$ cat src/rtl/seq_scan_pkg.sv
`default_nettype none
// ============================================================================
//  Module      : seq_scan_pkg
//  Description : Shared types and constants for the serial pattern scanner:
//                controller state encoding and the configuration loaded
//                at reset.
//  Revision    : 1.0 - initial release
// ============================================================================
package seq_scan_pkg;

   // Controller states, explicitly one bit wide
   typedef enum logic [0:0] {
      ST_IDLE  = 1'b0,
      ST_SHIFT = 1'b1
   } state_t;

   // Configuration in force after reset: pattern 1001, full 4-bit length
   localparam logic [3:0]  C_RST_PATTERN = 4'b1001;
   localparam int unsigned C_RST_LEN     = 4;

endpackage
`default_nettype wire

$ cat src/rtl/seq_scan_if.sv
`default_nettype none
// ============================================================================
//  Module      : seq_scan_if
//  Description : Word stream handshake between a producer (master) and the
//                scan controller (slave).
//                valid : word offered by the producer
//                data  : word to scan, held stable until accepted
//                ready : controller can accept a word this cycle
//  Revision    : 1.0 - initial release
// ============================================================================
interface seq_scan_if #(
   parameter int WORD_W = 8
) ();
   logic              valid;
   logic [WORD_W-1:0] data;
   logic              ready;

   modport master (output valid, output data, input  ready);
   modport slave  (input  valid, input  data, output ready);
endinterface
`default_nettype wire

$ cat src/rtl/seq_match_core.sv
`default_nettype none
// ============================================================================
//  Module      : seq_match_core
//  Description : Overlapping Mealy pattern matcher for one bit per cycle.
//                Keeps the last PAT_W bits (newest at bit 0) and a saturating
//                count of bits seen; raises a registered one-cycle detect the
//                cycle after a matching bit.
//  Ports       : clk, rst_n      clock / async active-low reset
//                bit_valid_i     bit_i carries a new bit this cycle
//                bit_i           incoming bit
//                pattern_i       pattern, bit 0 = most recent bit
//                len_i           pattern length (1..PAT_W, else no match)
//                clear_i         flush history and fill count
//                detect_o        registered match pulse
//  Revision    : 1.0 - initial release
// ============================================================================
module seq_match_core #(
   parameter int PAT_W = 4,
   parameter int LEN_W = $clog2(PAT_W + 1)
) (
   input  wire logic             clk,
   input  wire logic             rst_n,
   input  wire logic             bit_valid_i,
   input  wire logic             bit_i,
   input  wire logic [PAT_W-1:0] pattern_i,
   input  wire logic [LEN_W-1:0] len_i,
   input  wire logic             clear_i,
   output logic                  detect_o
);

   logic [PAT_W-1:0] hist_q, hist_d;
   logic [LEN_W-1:0] fill_q, fill_d;
   logic             det_q,  det_d;

   logic [PAT_W:0]   w_cat;
   logic [PAT_W-1:0] w_window;
   logic [PAT_W:0]   w_mask_ext;
   logic [PAT_W-1:0] w_mask;
   logic [LEN_W:0]   w_seen;
   logic             w_len_ok;
   logic             w_match;

   always_comb begin
      w_cat      = {hist_q, bit_i};
      w_window   = w_cat[PAT_W-1:0];
      // Low len_i bits set; computed one bit wider so len_i == PAT_W works
      w_mask_ext = ((PAT_W+1)'(1) << len_i) - (PAT_W+1)'(1);
      w_mask     = w_mask_ext[PAT_W-1:0];
      // Bits seen including the one arriving now
      w_seen     = {1'b0, fill_q} + (LEN_W+1)'(1);
      w_len_ok   = (len_i != '0) && (len_i <= LEN_W'(PAT_W));
      w_match    = bit_valid_i && w_len_ok && (w_seen >= {1'b0, len_i}) &&
                   (((w_window ^ pattern_i) & w_mask) == '0);

      hist_d = hist_q;
      fill_d = fill_q;
      det_d  = w_match;
      if (clear_i) begin
         hist_d = '0;
         fill_d = '0;
         det_d  = 1'b0;
      end else if (bit_valid_i) begin
         // History survives matches so overlapping occurrences are found
         hist_d = w_window;
         if (fill_q != LEN_W'(PAT_W)) begin
            fill_d = fill_q + LEN_W'(1);
         end
      end
   end

   always_ff @(posedge clk or negedge rst_n) begin
      if (!rst_n) begin
         hist_q <= '0;
         fill_q <= '0;
         det_q  <= 1'b0;
      end else begin
         hist_q <= hist_d;
         fill_q <= fill_d;
         det_q  <= det_d;
      end
   end

   assign detect_o = det_q;

endmodule
`default_nettype wire

$ cat src/rtl/seq_scan_ctrl.sv
`default_nettype none
// ============================================================================
//  Module      : seq_scan_ctrl
//  Description : Accepts words over a valid/ready stream, serialises them one
//                bit per clock into seq_match_core, counts matches (saturating)
//                and raises a sticky interrupt at a programmable threshold.
//                Optional macro SEQ_SCAN_LSB_FIRST_EN: serialise LSB first
//                (default MSB first).
//  Ports       : clk, rst_n          clock / async active-low reset
//                in_if (slave)       word stream valid/data/ready
//                cfg_we_i            config strobe, honoured in IDLE only
//                cfg_pattern_i       pattern, bit 0 = most recent bit
//                cfg_len_i           pattern length 1..PAT_W
//                cfg_thresh_i        irq threshold, 0 disables
//                clr_count_i         clears match count and irq
//                busy_o              shifting a word
//                bit_out_o           bit consumed this cycle
//                detect_o            registered match pulse
//                match_count_o       saturating match count
//                irq_o               sticky threshold interrupt
//  Revision    : 1.0 - initial release
// ============================================================================
module seq_scan_ctrl
   import seq_scan_pkg::*;
#(
   parameter int WORD_W = 8,
   parameter int PAT_W  = 4,
   parameter int CNT_W  = 8
) (
   input  wire logic                         clk,
   input  wire logic                         rst_n,
   seq_scan_if.slave                         in_if,
   input  wire logic                         cfg_we_i,
   input  wire logic [PAT_W-1:0]             cfg_pattern_i,
   input  wire logic [$clog2(PAT_W+1)-1:0]   cfg_len_i,
   input  wire logic [CNT_W-1:0]             cfg_thresh_i,
   input  wire logic                         clr_count_i,
   output logic                              busy_o,
   output logic                              bit_out_o,
   output logic                              detect_o,
   output logic [CNT_W-1:0]                  match_count_o,
   output logic                              irq_o
);

   localparam int LEN_W = $clog2(PAT_W + 1);
   localparam int IDX_W = (WORD_W > 1) ? $clog2(WORD_W) : 1;

   state_t             state_q, state_d;
   logic [WORD_W-1:0]  sreg_q,   sreg_d;
   logic [IDX_W-1:0]   idx_q,    idx_d;
   logic [PAT_W-1:0]   pat_q,    pat_d;
   logic [LEN_W-1:0]   len_q,    len_d;
   logic [CNT_W-1:0]   thresh_q, thresh_d;
   logic [CNT_W-1:0]   cnt_q,    cnt_d;
   logic               irq_q,    irq_d;

   logic               w_ready;
   logic               w_last;
   logic               w_accept;
   logic               w_cur_bit;
   logic [WORD_W-1:0]  w_shifted;
   logic               w_cfg_load;
   logic               w_det;
   logic [CNT_W-1:0]   w_cnt_inc;

   assign w_last     = (idx_q == IDX_W'(WORD_W - 1));
   assign w_accept   = in_if.valid && w_ready;
   assign w_cfg_load = cfg_we_i && (state_q == ST_IDLE);

`ifdef SEQ_SCAN_LSB_FIRST_EN
   assign w_cur_bit = sreg_q[0];
   assign w_shifted = sreg_q >> 1;
`else
   assign w_cur_bit = sreg_q[WORD_W-1];
   assign w_shifted = sreg_q << 1;
`endif

   // ---------------- FSM: state register ----------------
   always_ff @(posedge clk or negedge rst_n) begin
      if (!rst_n) begin
         state_q <= ST_IDLE;
      end else begin
         state_q <= state_d;
      end
   end

   // ---------------- FSM: next state ----------------
   always_comb begin
      state_d = state_q;
      case (state_q)
         ST_IDLE:  if (w_accept)            state_d = ST_SHIFT;
         ST_SHIFT: if (w_last && !w_accept) state_d = ST_IDLE;
         default:                           state_d = ST_IDLE;
      endcase
   end

   // ---------------- FSM: outputs ----------------
   always_comb begin
      w_ready   = 1'b0;
      busy_o    = 1'b0;
      bit_out_o = 1'b0;
      case (state_q)
         ST_IDLE:  w_ready = 1'b1;
         ST_SHIFT: begin
            // Ready on the last bit lets the next word follow with no gap
            w_ready   = w_last;
            busy_o    = 1'b1;
            bit_out_o = w_cur_bit;
         end
         default:  w_ready = 1'b0;
      endcase
   end

   assign in_if.ready = w_ready;

   // ---------------- Datapath next-state ----------------
   always_comb begin
      sreg_d   = sreg_q;
      idx_d    = idx_q;
      pat_d    = pat_q;
      len_d    = len_q;
      thresh_d = thresh_q;
      cnt_d    = cnt_q;
      irq_d    = irq_q;
      w_cnt_inc = cnt_q + CNT_W'(1);

      if (w_accept) begin
         sreg_d = in_if.data;
         idx_d  = '0;
      end else if (state_q == ST_SHIFT) begin
         sreg_d = w_shifted;
         idx_d  = idx_q + IDX_W'(1);
      end

      if (w_cfg_load) begin
         pat_d    = cfg_pattern_i;
         len_d    = cfg_len_i;
         thresh_d = cfg_thresh_i;
      end

      // Clear wins over a coincident detect, which still counts as one
      if (clr_count_i) begin
         cnt_d = {{(CNT_W-1){1'b0}}, w_det};
         irq_d = 1'b0;
      end else if (w_det && (cnt_q != '1)) begin
         cnt_d = w_cnt_inc;
         if ((thresh_q != '0) && (w_cnt_inc == thresh_q)) begin
            irq_d = 1'b1;
         end
      end
   end

   always_ff @(posedge clk or negedge rst_n) begin
      if (!rst_n) begin
         sreg_q   <= '0;
         idx_q    <= '0;
         pat_q    <= PAT_W'(C_RST_PATTERN);
         len_q    <= LEN_W'(C_RST_LEN);
         thresh_q <= '0;
         cnt_q    <= '0;
         irq_q    <= 1'b0;
      end else begin
         sreg_q   <= sreg_d;
         idx_q    <= idx_d;
         pat_q    <= pat_d;
         len_q    <= len_d;
         thresh_q <= thresh_d;
         cnt_q    <= cnt_d;
         irq_q    <= irq_d;
      end
   end

   seq_match_core #(
      .PAT_W (PAT_W),
      .LEN_W (LEN_W)
   ) u_match (
      .clk         (clk),
      .rst_n       (rst_n),
      .bit_valid_i (state_q == ST_SHIFT),
      .bit_i       (w_cur_bit),
      .pattern_i   (pat_q),
      .len_i       (len_q),
      .clear_i     (w_cfg_load),
      .detect_o    (w_det)
   );

   assign detect_o      = w_det;
   assign match_count_o = cnt_q;
   assign irq_o         = irq_q;

endmodule
`default_nettype wire

$ cat src/flat_wrapper.sv
// flat-port wrapper written by rule: the top's interface ports become plain ports
module seq_scan_ctrl_flat import seq_scan_pkg::*;
#(
   parameter int WORD_W = 8,
   parameter int PAT_W  = 4,
   parameter int CNT_W  = 8
)
  (clk, rst_n, cfg_we_i, cfg_pattern_i, cfg_len_i, cfg_thresh_i, clr_count_i, busy_o, bit_out_o, detect_o, match_count_o, irq_o, in_if_valid, in_if_data, in_if_ready);
  seq_scan_if #(.WORD_W(WORD_W)) in_if_i ();
  input  wire logic clk;
  input  wire logic rst_n;
  input  wire logic cfg_we_i;
  input  wire logic [PAT_W-1:0] cfg_pattern_i;
  input  wire logic [$clog2(PAT_W+1)-1:0] cfg_len_i;
  input  wire logic [CNT_W-1:0] cfg_thresh_i;
  input  wire logic clr_count_i;
  output logic busy_o;
  output logic bit_out_o;
  output logic detect_o;
  output logic [CNT_W-1:0] match_count_o;
  output logic irq_o;
  input wire logic [$bits(in_if_i.valid)-1:0] in_if_valid;
  input wire logic [$bits(in_if_i.data)-1:0] in_if_data;
  output wire logic [$bits(in_if_i.ready)-1:0] in_if_ready;
  assign in_if_i.valid = in_if_valid;
  assign in_if_i.data = in_if_data;
  assign in_if_ready = in_if_i.ready;
  seq_scan_ctrl #(.WORD_W(WORD_W), .PAT_W(PAT_W), .CNT_W(CNT_W)) u_core (.clk(clk), .rst_n(rst_n), .in_if(in_if_i), .cfg_we_i(cfg_we_i), .cfg_pattern_i(cfg_pattern_i), .cfg_len_i(cfg_len_i), .cfg_thresh_i(cfg_thresh_i), .clr_count_i(clr_count_i), .busy_o(busy_o), .bit_out_o(bit_out_o), .detect_o(detect_o), .match_count_o(match_count_o), .irq_o(irq_o));
endmodule
$ cat config.mk
export PLATFORM = sky130hd
export DESIGN_NAME = seq_scan_ctrl_flat
export DESIGN_NICKNAME = d
export VERILOG_FILES = /design/src/rtl/seq_scan_pkg.sv /design/src/rtl/seq_scan_if.sv /design/src/rtl/seq_match_core.sv /design/src/rtl/seq_scan_ctrl.sv /design/src/flat_wrapper.sv
export SDC_FILE = /design/constraint.sdc
export NUM_CORES = 1
export LEC_CHECK = 0
export CAP_MARGIN = 20
export CORE_ASPECT_RATIO = 0.8
export CORE_MARGIN = 2
export CORE_UTILIZATION = 49
export DETAILED_ROUTE_END_ITERATION = 8
export PLACE_DENSITY = 0.81
export REMOVE_ABC_BUFFERS = 1
export SKIP_CTS_REPAIR_TIMING = 1
export SYNTH_ARGS = -nofsm -noshare
export SYNTH_HDL_FRONTEND = slang
export SYNTH_HIERARCHICAL = 1
export SYNTH_SLANG_ARGS = --single-unit
$ cat constraint.sdc
create_clock -name clk -period 4.7 [get_ports clk]
set_input_delay 1.175 -clock clk [delete_from_list [all_inputs] [get_ports clk]]
set_output_delay 1.175 -clock clk [all_outputs]
set_load 0.01 [all_outputs]
After elaboration in Yosys (flattened, before gate mapping) --
Cells that the tools add are included.
Storage, ports and cells: register bits after elaboration 43, input bits 28, output and inout bits 13, logic and storage cells 67
Cells by class: add/sub/neg operators 5, order comparisons 2, eq/ne operators 4, shifts and indexed selects 1, muxes and demuxes 21, bitwise gates (word level) 3, reductions and logical operators 20
Operators with widths (number):
- 8-bit two-way mux | 4
- 3-bit two-way mux | 7
- 2-bit nonzero test | 5
- 1-bit logical AND | 9
- 8-bit by 1-bit adder with 8-bit output, second input constant | 1
- 8-bit == test | 1
- 1-bit two-way mux | 8
- 8-bit != test, second input constant | 1
- 8-bit nonzero test | 1
- 3-bit by 1-bit adder with 3-bit output, second input constant | 2
- 3-bit by 1-bit adder with 4-bit output, second input constant | 1
- 4-bit bitwise AND | 1
- 4-bit by 3-bit greater-or-equal comparator with 1-bit output | 1
- 4-bit logical NOT | 1
- 1-bit one-hot mux with 2 select lines | 2
- 2-bit AND reduction | 2
- 1-bit by 3-bit << shifter with 4-bit output, first input constant | 1
- 4-bit by 2-bit subtractor with 4-bit output, second input constant | 1
- 4-bit XOR | 1
- 3-bit == test, second input constant | 1
- 3-bit <= comparator, second input constant | 1
- 3-bit != test, second input constant | 1
- 3-bit nonzero test | 1
- 1-bit logical NOT | 1
- 1-bit NOT | 1

Logic depth before layout (Yosys ltp) --
depth in word-level cells 7, depth in mapped cells 7, mapped depth without buffers 7

Hierarchy --
The synthesis kept the hierarchy.
Modules (own cells, without submodules):
- seq_scan_ctrl | times used 1, cells an instance 185, area an instance 1880.6 sq um
- seq_match_core | times used 1, cells an instance 54, area an instance 531.8 sq um

Worst setup path after synthesis --
OpenSTA, ideal clock, no wires.
path kind input-to-reg, start input port cfg_we_i, end register u_core.len_q[0], arrival 2173 ps, data required time 4575 ps, slack 2402 ps, stages 4, path through nor2b_1 clkbuf_1 buf_2 mux2_2
On the way: cells in the longest elaborated chain, start to end 1
Ends and longest elaborated chain:
- start, declared | RTL line flat_wrapper.sv:12 | input wire logic cfg_we_i;
- 1-bit logical AND | RTL line seq_scan_ctrl.sv:68 | assign w_cfg_load = cfg_we_i && (state_q == ST_IDLE);
- via u_core.w_cfg_load | RTL line seq_scan_ctrl.sv:62 | logic w_cfg_load;
- end signal, assigned | RTL line seq_scan_ctrl.sv:158 | len_q <= LEN_W'(C_RST_LEN);
- end signal, assigned | RTL line seq_scan_ctrl.sv:166 | len_q <= len_d;
- end, declared | RTL line seq_scan_ctrl.sv:52 | logic [LEN_W-1:0] len_q, len_d;
The timed path passes the listed nets, and every way through them passes these cells. A chain may end at the register's enable or synchronous reset.

Final worst setup path --
start register u_core.idx_q[0], end output port in_if_ready
On the way: cells in the longest elaborated chain, start to end 2
Ends and longest elaborated chain:
- start, declared | RTL line seq_scan_ctrl.sv:50 | logic [IDX_W-1:0] idx_q, idx_d;
- start signal, assigned | RTL line seq_scan_ctrl.sv:164 | idx_q <= idx_d;
- 3-bit == test | RTL line seq_scan_ctrl.sv:66 | assign w_last = (idx_q == IDX_W'(WORD_W - 1));
- 1-bit one-hot mux with 2 select lines | RTL line seq_scan_ctrl.sv:102 | case (state_q)
- end, declared | RTL line flat_wrapper.sv:24 | output wire logic [$bits(in_if_i.ready)-1:0] in_if_ready;
Every way passes these cells.

==> flow_summary.toml <==
[synthesis]
synth_ff_type = "dfrtp_1"
synth_simple_gate_area_frac = 0.1540
synthCells = 239
netlist_area_mm2 = 0.002412
yosysWarnings = 6
synth_compound_area_frac = 0.1592
synth_xor_area_frac = 0.05083
synthArstFlopShare = 1.000
synth_cell_types = 53
syn_area_per_cell_um2 = 10.09
synth_fa_ha_area_frac = 0.05187
synth_top_area_cell = "dfrtp_1"
synth_edf_count = 0
synth.top_cell.area_share = 0.4149
synth_top_family_by_area = "compound AO/OA/AOI/OAI gates"
yosys-mux-area-fraction = 0.09077
netlist_top_cells_area = "dfrtp_1 (41%), mux2_2 (7.0%), ha_1 (5.2%)"
yosysSeqAreaShare = 0.4476
synth_seq_cells = 43

[worst_setup_path]
crit_family = "buffers and inverters"
slowest_stage = "clkdlybuf4s50_1"
worstSetupPathType = "register to primary output"
crit_chain = "ha_1 -> ha_1 -> nand2b_1 -> clkdlybuf4s50_1"
reg2reg_depth = 2
crit_top_cell = "ha_1"
max_stage_delay_ns = 0.53
critPathArrivalTime_ns = 1.97
endpoint_kind = "primary output"
start_kind = "register"
worst-path-max-fanout = 11
worst-path-stages = 4
critPathBufInv = 1
cp.required_ns = 3.52

[place]
portBuffers = 40
dp_hpwl_um = 3304
gp_congestion = 0.8036
dpl-instance-area_mm2 = 0.002835

[sta]
fin_crit_sh = 0.6685
final_max_slew_viol_count = 0
hold_viol_final = 0
min_period_ns = 3.142
worst_pin_slew_ns = 0.9988
rsz0062_at_grt = "no"
setup_tns_ns = 0
setup_violations = 0
clock.fmax_mhz = 318.3
maxSlewHeadroom = 0.3311
fin_worst_skew_ns = 0.002462

[drt]
dr_total_vias = 1871
drtIter0Drc = 99
dr.pass1.iters = 4
ant_nets = 0
drc_errors = 0
wl_um = 4852
via_per_inst = 5.536
wire_per_inst_um = 14.36

[clock_tree]
cts_tree = "built"
path_clk_slew_ns = 0.08
numCtsBuffers = 5
clk_latency_ns = 0.30
cts.sinks = 43
root_buffer = "clkbuf_8"
clock_tree.buffer_depth = 2
htree_levels = 2

[die]
start_util = 0.5186
placementRows = 22
core_area_mm2 = 0.004652
die_h_um = 66.76
die_w_um = 82.45
ios = 41
dieArea_mm2 = 0.005504

[hold_path]
hp-class = "register to register"
hold_path_depth = 1

[global_routing]
antenna_found_initial = 0
grt_max_degree = 44
track_usage = 0.1945
grt_pass1_wl_um = 8045
grt_pass1_vias = 1742
grt-ovfl-total = 0

[power]
ir_drop_uv = 411.6
p_leak_uw = 0.001234
powerDensity_mw_per_mm2 = 547.0

[final_layout]
nNetsFinal = 315
syn_to_final_growth_pct = 22.04
drive_gt1_frac = 0.1403
final_area_mm2 = 0.002944
n_antenna_cell = 0

[outcome]
status = "finished clean"

[flow_run]
maxCapViolations = 0
metal layers:
layer | wire length (µm) | GRT usage | up-vias
met2 | 2250 | 0.3075 | 47
met3 | 225 | 0.04065 | 5
li1 | - | - | 930
met5 | 0 | 0 | -
met1 | 2322 | 0.2601 | 889
met4 | 54 | 0.07500 | 0
area by class of cell:
cell class	count	area, µm²
Clock buffer	7	96.34
Clock inverter	1	7.507
Fill cell	387	1708
Inverter	16	60.06
Multi-Input combinational cell	170	1225
Sequential cell	43	1080
Tap cell	60	75.07
Timing Repair Buffer	41	400.4
worst register-to-register path, delay by kind of cell (launching register included):
kind / cells / cell delay [ns]
multiplexers: 1 / 0.43
AND/OR/NAND/NOR: 1 / 0.92
flip-flops: 1 / 0.69
kinds of logic (layout without fill, tap and decap cells):
group	count (synthesis)	in the layout
AO/OA/AOI/OAI	57	57
multiplexers	20	20
XOR/XNOR	14	14
AND/OR/NAND/NOR	69	69
adder cells (fa/ha/maj)	10	10
flip-flops	43	43
buffers and inverters	26	65
sequential cells by signal (all words and copies together) (netlist names), 3 cells and up:
signal	count
u_core/u_match/fill_q	3
u_core/len_q	3
u_core/thresh_q	8
u_core/idx_q	3
u_core/pat_q	4
u_core/u_match/hist_q	3
u_core/match_count_o	8
u_core/sreg_q	8
cell usage in the layout (no fill, tap or decap), drive strengths merged, types with 9 or more instances in the layout:
| cell | synthesis | routed |
|---|---|---|
| clkdlybuf4s50 | 0 | 39 |
| inv | 16 | 16 |
| nand2 | 9 | 9 |
| o22ai | 9 | 9 |
| dfrtp | 40 | 40 |
| a21oi | 14 | 14 |
| ha | 10 | 10 |
| xnor2 | 11 | 11 |
| nor2 | 24 | 24 |
| mux2 | 15 | 15 |
| a31oi | 11 | 11 |
final timing paths:
check	from	endpoint	slack (ns)
hold reg to reg	u_core/idx_q[1]$_DFFE_PN0P_	u_core/idx_q[1]$_DFFE_PN0P_	0.51
setup reg to reg	u_core/state_q$_DFF_PN0_	u_core/pat_q[1]$_DFFE_PN0P_	2.55
hold / removal	u_core/idx_q[1]$_DFFE_PN0P_	u_core/idx_q[1]$_DFFE_PN0P_	0.51
setup / recovery	u_core/idx_q[0]$_DFFE_PN0P_	in_if_ready	1.56
min in group asynchronous	rst_n	u_core/match_count_o[2]$_DFFE_PN0P_	1.01
max in group asynchronous	rst_n	u_core/sreg_q[3]$_DFFE_PN0P_	3.09
Yosys cell counts, types with 2 or more instances:
cell / count
nand3_1: 5
or2b_1: 2
xnor2_1: 11
and2_1: 2
o2111ai_1: 2
mux2i_1: 5
a31oi_1: 11
nand3b_1: 2
ha_1: 10
mux2_2: 15
clkbuf_1: 5
nand2_1: 9
nor2b_1: 3
xor2_1: 3
or3_1: 2
a32o_1: 2
nand2b_1: 4
nor3_1: 5
a21oi_1: 14
or3_2: 2
dfrtp_1: 40
buf_2: 3
o21ai_0: 6
inv_1: 15
o22ai_1: 8
dfstp_2: 3
nor2_1: 24
through the flow:
stage	worst slack, ns	hold WS (ns)	util	power, µW	cells
6_report	1.558	0.5053	0.6329	1610	338
5_1_grt	1.450	0.5322	0.6329	1737	338
4_1_cts	1.543	0.5087	0.6318	1620	337
3_5_place_dp	1.602	0.4895	0.6095	1340	329
3_3_place_gp	1.726	0.4856	0.6095	1309	329
2_1_floorplan	2.069	0.4698	-	1146	229
report_power, final:
part	internal, µW	switching [µW]
Sequential	524	152
Combinational	363	304
Clock	134	134
Total	1020	590
No activity file was read; power rests on OpenSTA's default activity.
==> edit 1, RTL diff (same settings) <==
`thresh_q` no longer has a reset.
--- a/src/rtl/seq_scan_ctrl.sv
+++ b/src/rtl/seq_scan_ctrl.sv
@@ -158,3 +158,2 @@
          len_q    <= LEN_W'(C_RST_LEN);
-         thresh_q <= '0;
          cnt_q    <= '0;
@@ -166,3 +165,2 @@
          len_q    <= len_d;
-         thresh_q <= thresh_d;
          cnt_q    <= cnt_d;
@@ -170,2 +168,6 @@
       end
+   end
+
+   always_ff @(posedge clk) begin
+      thresh_q <= thresh_d;
    end
Behaviour: not the same (Yosys sat finds a counterexample within 10 cycles, from zero or initial values and one cycle with rst_n low).
==> edit 1 against the original RTL <==
Synthesized cell count fell by 5.4%; sequential cell count did not move; maximum frequency barely moved; final area fell by 1.2%; synthesized area fell by 1.2%; count of clock-buffer cells in the layout fell by 1; worst setup slack improved by 2.8 ps; wire length fell by 5.2%; core utilization fell by 0.41 points; total power fell by 11%; highest routed layer unchanged; first-iteration DRC count fell by 22%; critical endpoint unchanged.
==> edit 1: results <==
group,metric,value,unit
run_status,outcome,"complete, no violations",
worst_hold_path,hp-class,"register to register",
logic_synthesis,synthAdderAreaFrac,5.25,%
pwr,leakagePower,1.22,nW
logic_synthesis,ys_seq_area_share,47.0,%
placement,place_congestion,0.813,
grt,grt_use_total,18.7,%
route,drt_first_iter_violations,77,
clocking,clockBufferDepth,2,
logic_synthesis,synth_xor_area_share,6.98,%
pwr,power_density,493,mW/mm2
logic_synthesis,synth_edf_count,8,
placement,place_area,0.00281,mm2
route,num_vias,1799,
final_layout,nets,301,
placement,dp_hpwl,3270,um
pwr,ir_drop,0.000313,V
logic_synthesis,synthMuxAreaShare,5.41,%
worst_hold_path,hp-start,"u_core/idx_q[2]",
timing,worst_pin_slew,996,ps
logic_synthesis,synth_compound_area_share,17.4,%
route,wl_per_cell,14.2,um
timing,fin_skew,6.69,ps
final_layout,drive_gt1_share,12.5,%
logic_synthesis,synthArstFlopShare,81.4,%
final_layout,fillCellCount,393,
logic_synthesis,synthTopCellsByArea,"dfrtp_1, edfxtp_1, ha_1",
grt,grt_max_degree,36,
logic_synthesis,ys_top_cells_by_count,"dfrtp_1, nor2_1, a21oi_1, inv_1, xor2_1",
-- edit 1: final timing paths --
| kind | slack, ps | end | cells past startpoint |
|---|---|---|---|
| worst max-delay path | 1560 | in_if_ready | 4 |
| worst min-delay path | 510 | u_core/idx_q[2] | 1 |
| worst max register to register | 2560 | u_core/pat_q[1] | 2 |
| worst min register to register | 510 | u_core/idx_q[2] | 1 |
| max in group asynchronous | 3070 | u_core/pat_q[0] | 2 |
| min in group asynchronous | 1290 | u_core/len_q[1] | 2 |
-- edit 1: layout make-up --
cell class,count,area share [%]
clock inverters,2,0.559
repair buffers,41,14.0
flip-flops and latches,43,38.5
multi-input cells,158,39.7
inverters,14,1.81
well taps,60,2.58
clock buffers,6,2.84
-- edit 1: routing by layer --
metal,wire length (um),global-route usage (%)
met1,2150,24.7
met2,2160,29.7
met3,249,4.51
met4,48,6.88
met5,0,0
-- edit 1: per-stage QoR --
step                      worst slack, ps  total power [mW]  instances  hold slack, ps
after detailed placement             1640              1.19        316             502
after CTS                            1550              1.45        324             521
after global routing                 1440              1.55        324             556
after global placement               1720              1.17        316             499
after floorplan                      2060              1.02        215             470
final                                1560              1.43        324             513
-- edit 1: cell families (layout without fill, tap and decap cells) --
kind of cell             count (synthesis)  count (layout)
AND/OR/NAND/NOR                         58              58
AO/OA/AOI/OAI                           59              59
multiplexers                            12              12
buffers and inverters                   25              63
XOR/XNOR                                19              19
flip-flops                              43              43
adder cells (fa/ha/maj)                 10              10
-- edit 1: critical path: stages (launching register included) --
cell and delay (ps):
dfrtp_1 390, ha_1 160, ha_1 390, nand2b_1 180, clkdlybuf4s50_1 550
-- edit 1: power groups by stage --
| stage | Clock, mW | Combinational [mW] | Sequential, mW |
|---|---|---|---|
| CTS | 0.261 | 0.558 | 0.631 |
| finish | 0.253 | 0.550 | 0.631 |
| global route | 0.273 | 0.630 | 0.648 |
| global placement | 0 | 0.534 | 0.632 |
| floorplan | 0 | 0.419 | 0.604 |
| detailed placement | 0 | 0.556 | 0.636 |
==> edit 2, RTL diff (config.mk and constraints unchanged) <==
Made on the original files. `WORD_W` is set to 8 in 3 places; all go to 16.
--- a/src/rtl/seq_scan_if.sv
+++ b/src/rtl/seq_scan_if.sv
@@ -11,3 +11,3 @@
 interface seq_scan_if #(
-   parameter int WORD_W = 8
+   parameter int WORD_W = 16
 ) ();
--- a/src/rtl/seq_scan_ctrl.sv
+++ b/src/rtl/seq_scan_ctrl.sv
@@ -25,3 +25,3 @@
 #(
-   parameter int WORD_W = 8,
+   parameter int WORD_W = 16,
    parameter int PAT_W  = 4,
--- a/src/flat_wrapper.sv
+++ b/src/flat_wrapper.sv
@@ -3,3 +3,3 @@
 #(
-   parameter int WORD_W = 8,
+   parameter int WORD_W = 16,
    parameter int PAT_W  = 4,
Ports: changed (resized in_if_data); port bits go from 41 to 49. The function was not compared with the original's and may differ.
==> edit 2 against the original RTL <==
Sequential cell count is 9 higher; final area grew 13%; worst setup slack improved by 200 ps; wire length up 13%; maximum frequency is 7.0% higher; register-to-register slack better by 80 ps; total power grew 9.0%; critical path type unchanged; synthesized area rose by 12%.
==> edit 2: results <==
group,metric,value,unit
logic_synthesis,ys_seq_area_share,48.3,%
timing,worst_pin_slew,966,ps
setup_path,path_delay_family,"flip-flops",
timing,fin_skew,5.81,ps
logic_synthesis,synthTopCellsByArea,"dfrtp_1, mux2_2, nand2_1",
logic_synthesis,synth_xor_area_share,6.48,%
clocking,cts-buffers-inserted,5,
run_status,outcome,"complete, no violations",
setup_path,r2r_setup_slack,2630,ps
setup_path,r2r_cells,5,
setup_path,worst-path-max-fanout,17,
route,firstDrtPassIters,4,
pwr,ir_drop,0.000227,V
setup_path,slowest_stage,"dfrtp_1",
final_layout,largest_register_ffs,16,
setup_path,crit_start,"u_core/state_q",
worst_hold_path,hp-start,"u_core/sreg_q[2]",
setup_path,rr_endpoint,"u_core/sreg_q[4]",
setup_path,arrival,1760,ps
route,wl_per_cell,14.6,um
final_layout,drive_gt1_share,11.9,%
logic_synthesis,synth-main-ff-cell,"dfrtp_1",
worst_hold_path,hold_end,"u_core/sreg_q[3]",
final_layout,nets,355,
final_layout,top_register,"u_core/sreg_q",
grt,grt_use_total,19.3,%
clocking,clockBufferDepth,2,
grt,grt_max_degree,53,
logic_synthesis,synthMuxAreaShare,8.06,%
worst_hold_path,hold_depth,2,
logic_synthesis,synthArstFlopShare,100,%
logic_synthesis,ys_types,44,
placement,port_buffers,48,
timing,hold_slack,489,ps
logic_synthesis,synthAdderAreaFrac,4.17,%
route,drt_first_iter_violations,128,
final_layout,antenna_cells,0,
placement,dp_hpwl,3890,um
logic_synthesis,ys_top_cells_by_count,"dfrtp_1, nand2_1, nor2_1, a22oi_1, xnor2_1",
placement,place_congestion,0.860,
setup_path,slowest_delay,730,ps
clocking,cts-htree-levels,2,
logic_synthesis,synth_compound_area_share,12.9,%
grt,grt_pass1_wl,9490,um
pwr,leakagePower,1.45,nW
route,num_vias,2083,
clocking,clk_latency,300,ps
grt,grt_pass1_vias,2030,
[edit 2: cell types whose count changed in the layout (fill, tap and decap cells not counted), sizes merged, moves of 6 or more]
cell and delta:
dfrtp +9, a31oi -9, inv -7, o22ai -8, a22oi +15, o21ai +6
a21oi -7, clkdlybuf4s50 +8, nand2 +29
[edit 2: layout make-up]
cell class / count / area [um2]
repair buffers: 51 / 498
clock buffers: 6 / 72.6
inverters: 9 / 33.8
flip-flops and latches: 52 / 1310
multi-input cells: 191 / 1310
clock inverters: 2 / 35.0
fillers: 443 / 2040
well taps: 65 / 81.3
[edit 2: layer usage]
layer | GRT usage, % | vias to the layer above | wire length (um)
li1 | - | 1014 | -
met1 | 28.0 | 1001 | 2620
met2 | 29.3 | 64 | 2530
met3 | 4.14 | 4 | 286
met4 | 4.86 | 0 | 43
met5 | 0 | - | 0
[edit 2: worst max-delay path by stage]
stage | endpoint | slack, ps | cells after the start
global placement | u_core/thresh_q[2] | 1730 | 3
finish | bit_out_o | 1760 | 2
floorplan | u_core/sreg_q[10] | 1560 | 4
CTS | bit_out_o | 1740 | 2
global route | bit_out_o | 1630 | 2
detailed placement | u_core/sreg_q[11] | 1740 | 6
[edit 2: through the flow]
step / worst slack, ps / cell area (um2) / instances
floorplan: 1560 / 2650 / 252
global placement: 1730 / 3230 / 368
detailed placement: 1740 / 3230 / 368
CTS: 1740 / 3330 / 376
global route: 1630 / 3330 / 376
finish: 1760 / 3330 / 376
[edit 2: power breakdown]
part | internal [mW] | total [mW] | switching (mW)
Sequential | 0.618 | 0.785 | 0.167
Clock | 0.158 | 0.302 | 0.143
Combinational | 0.349 | 0.669 | 0.320
[edit 2: tightest hold or removal path, cell delays in order (launching register included)]
cell,delay (ps)
dfrtp_1,360
nand2_1,50
nand2_1,50
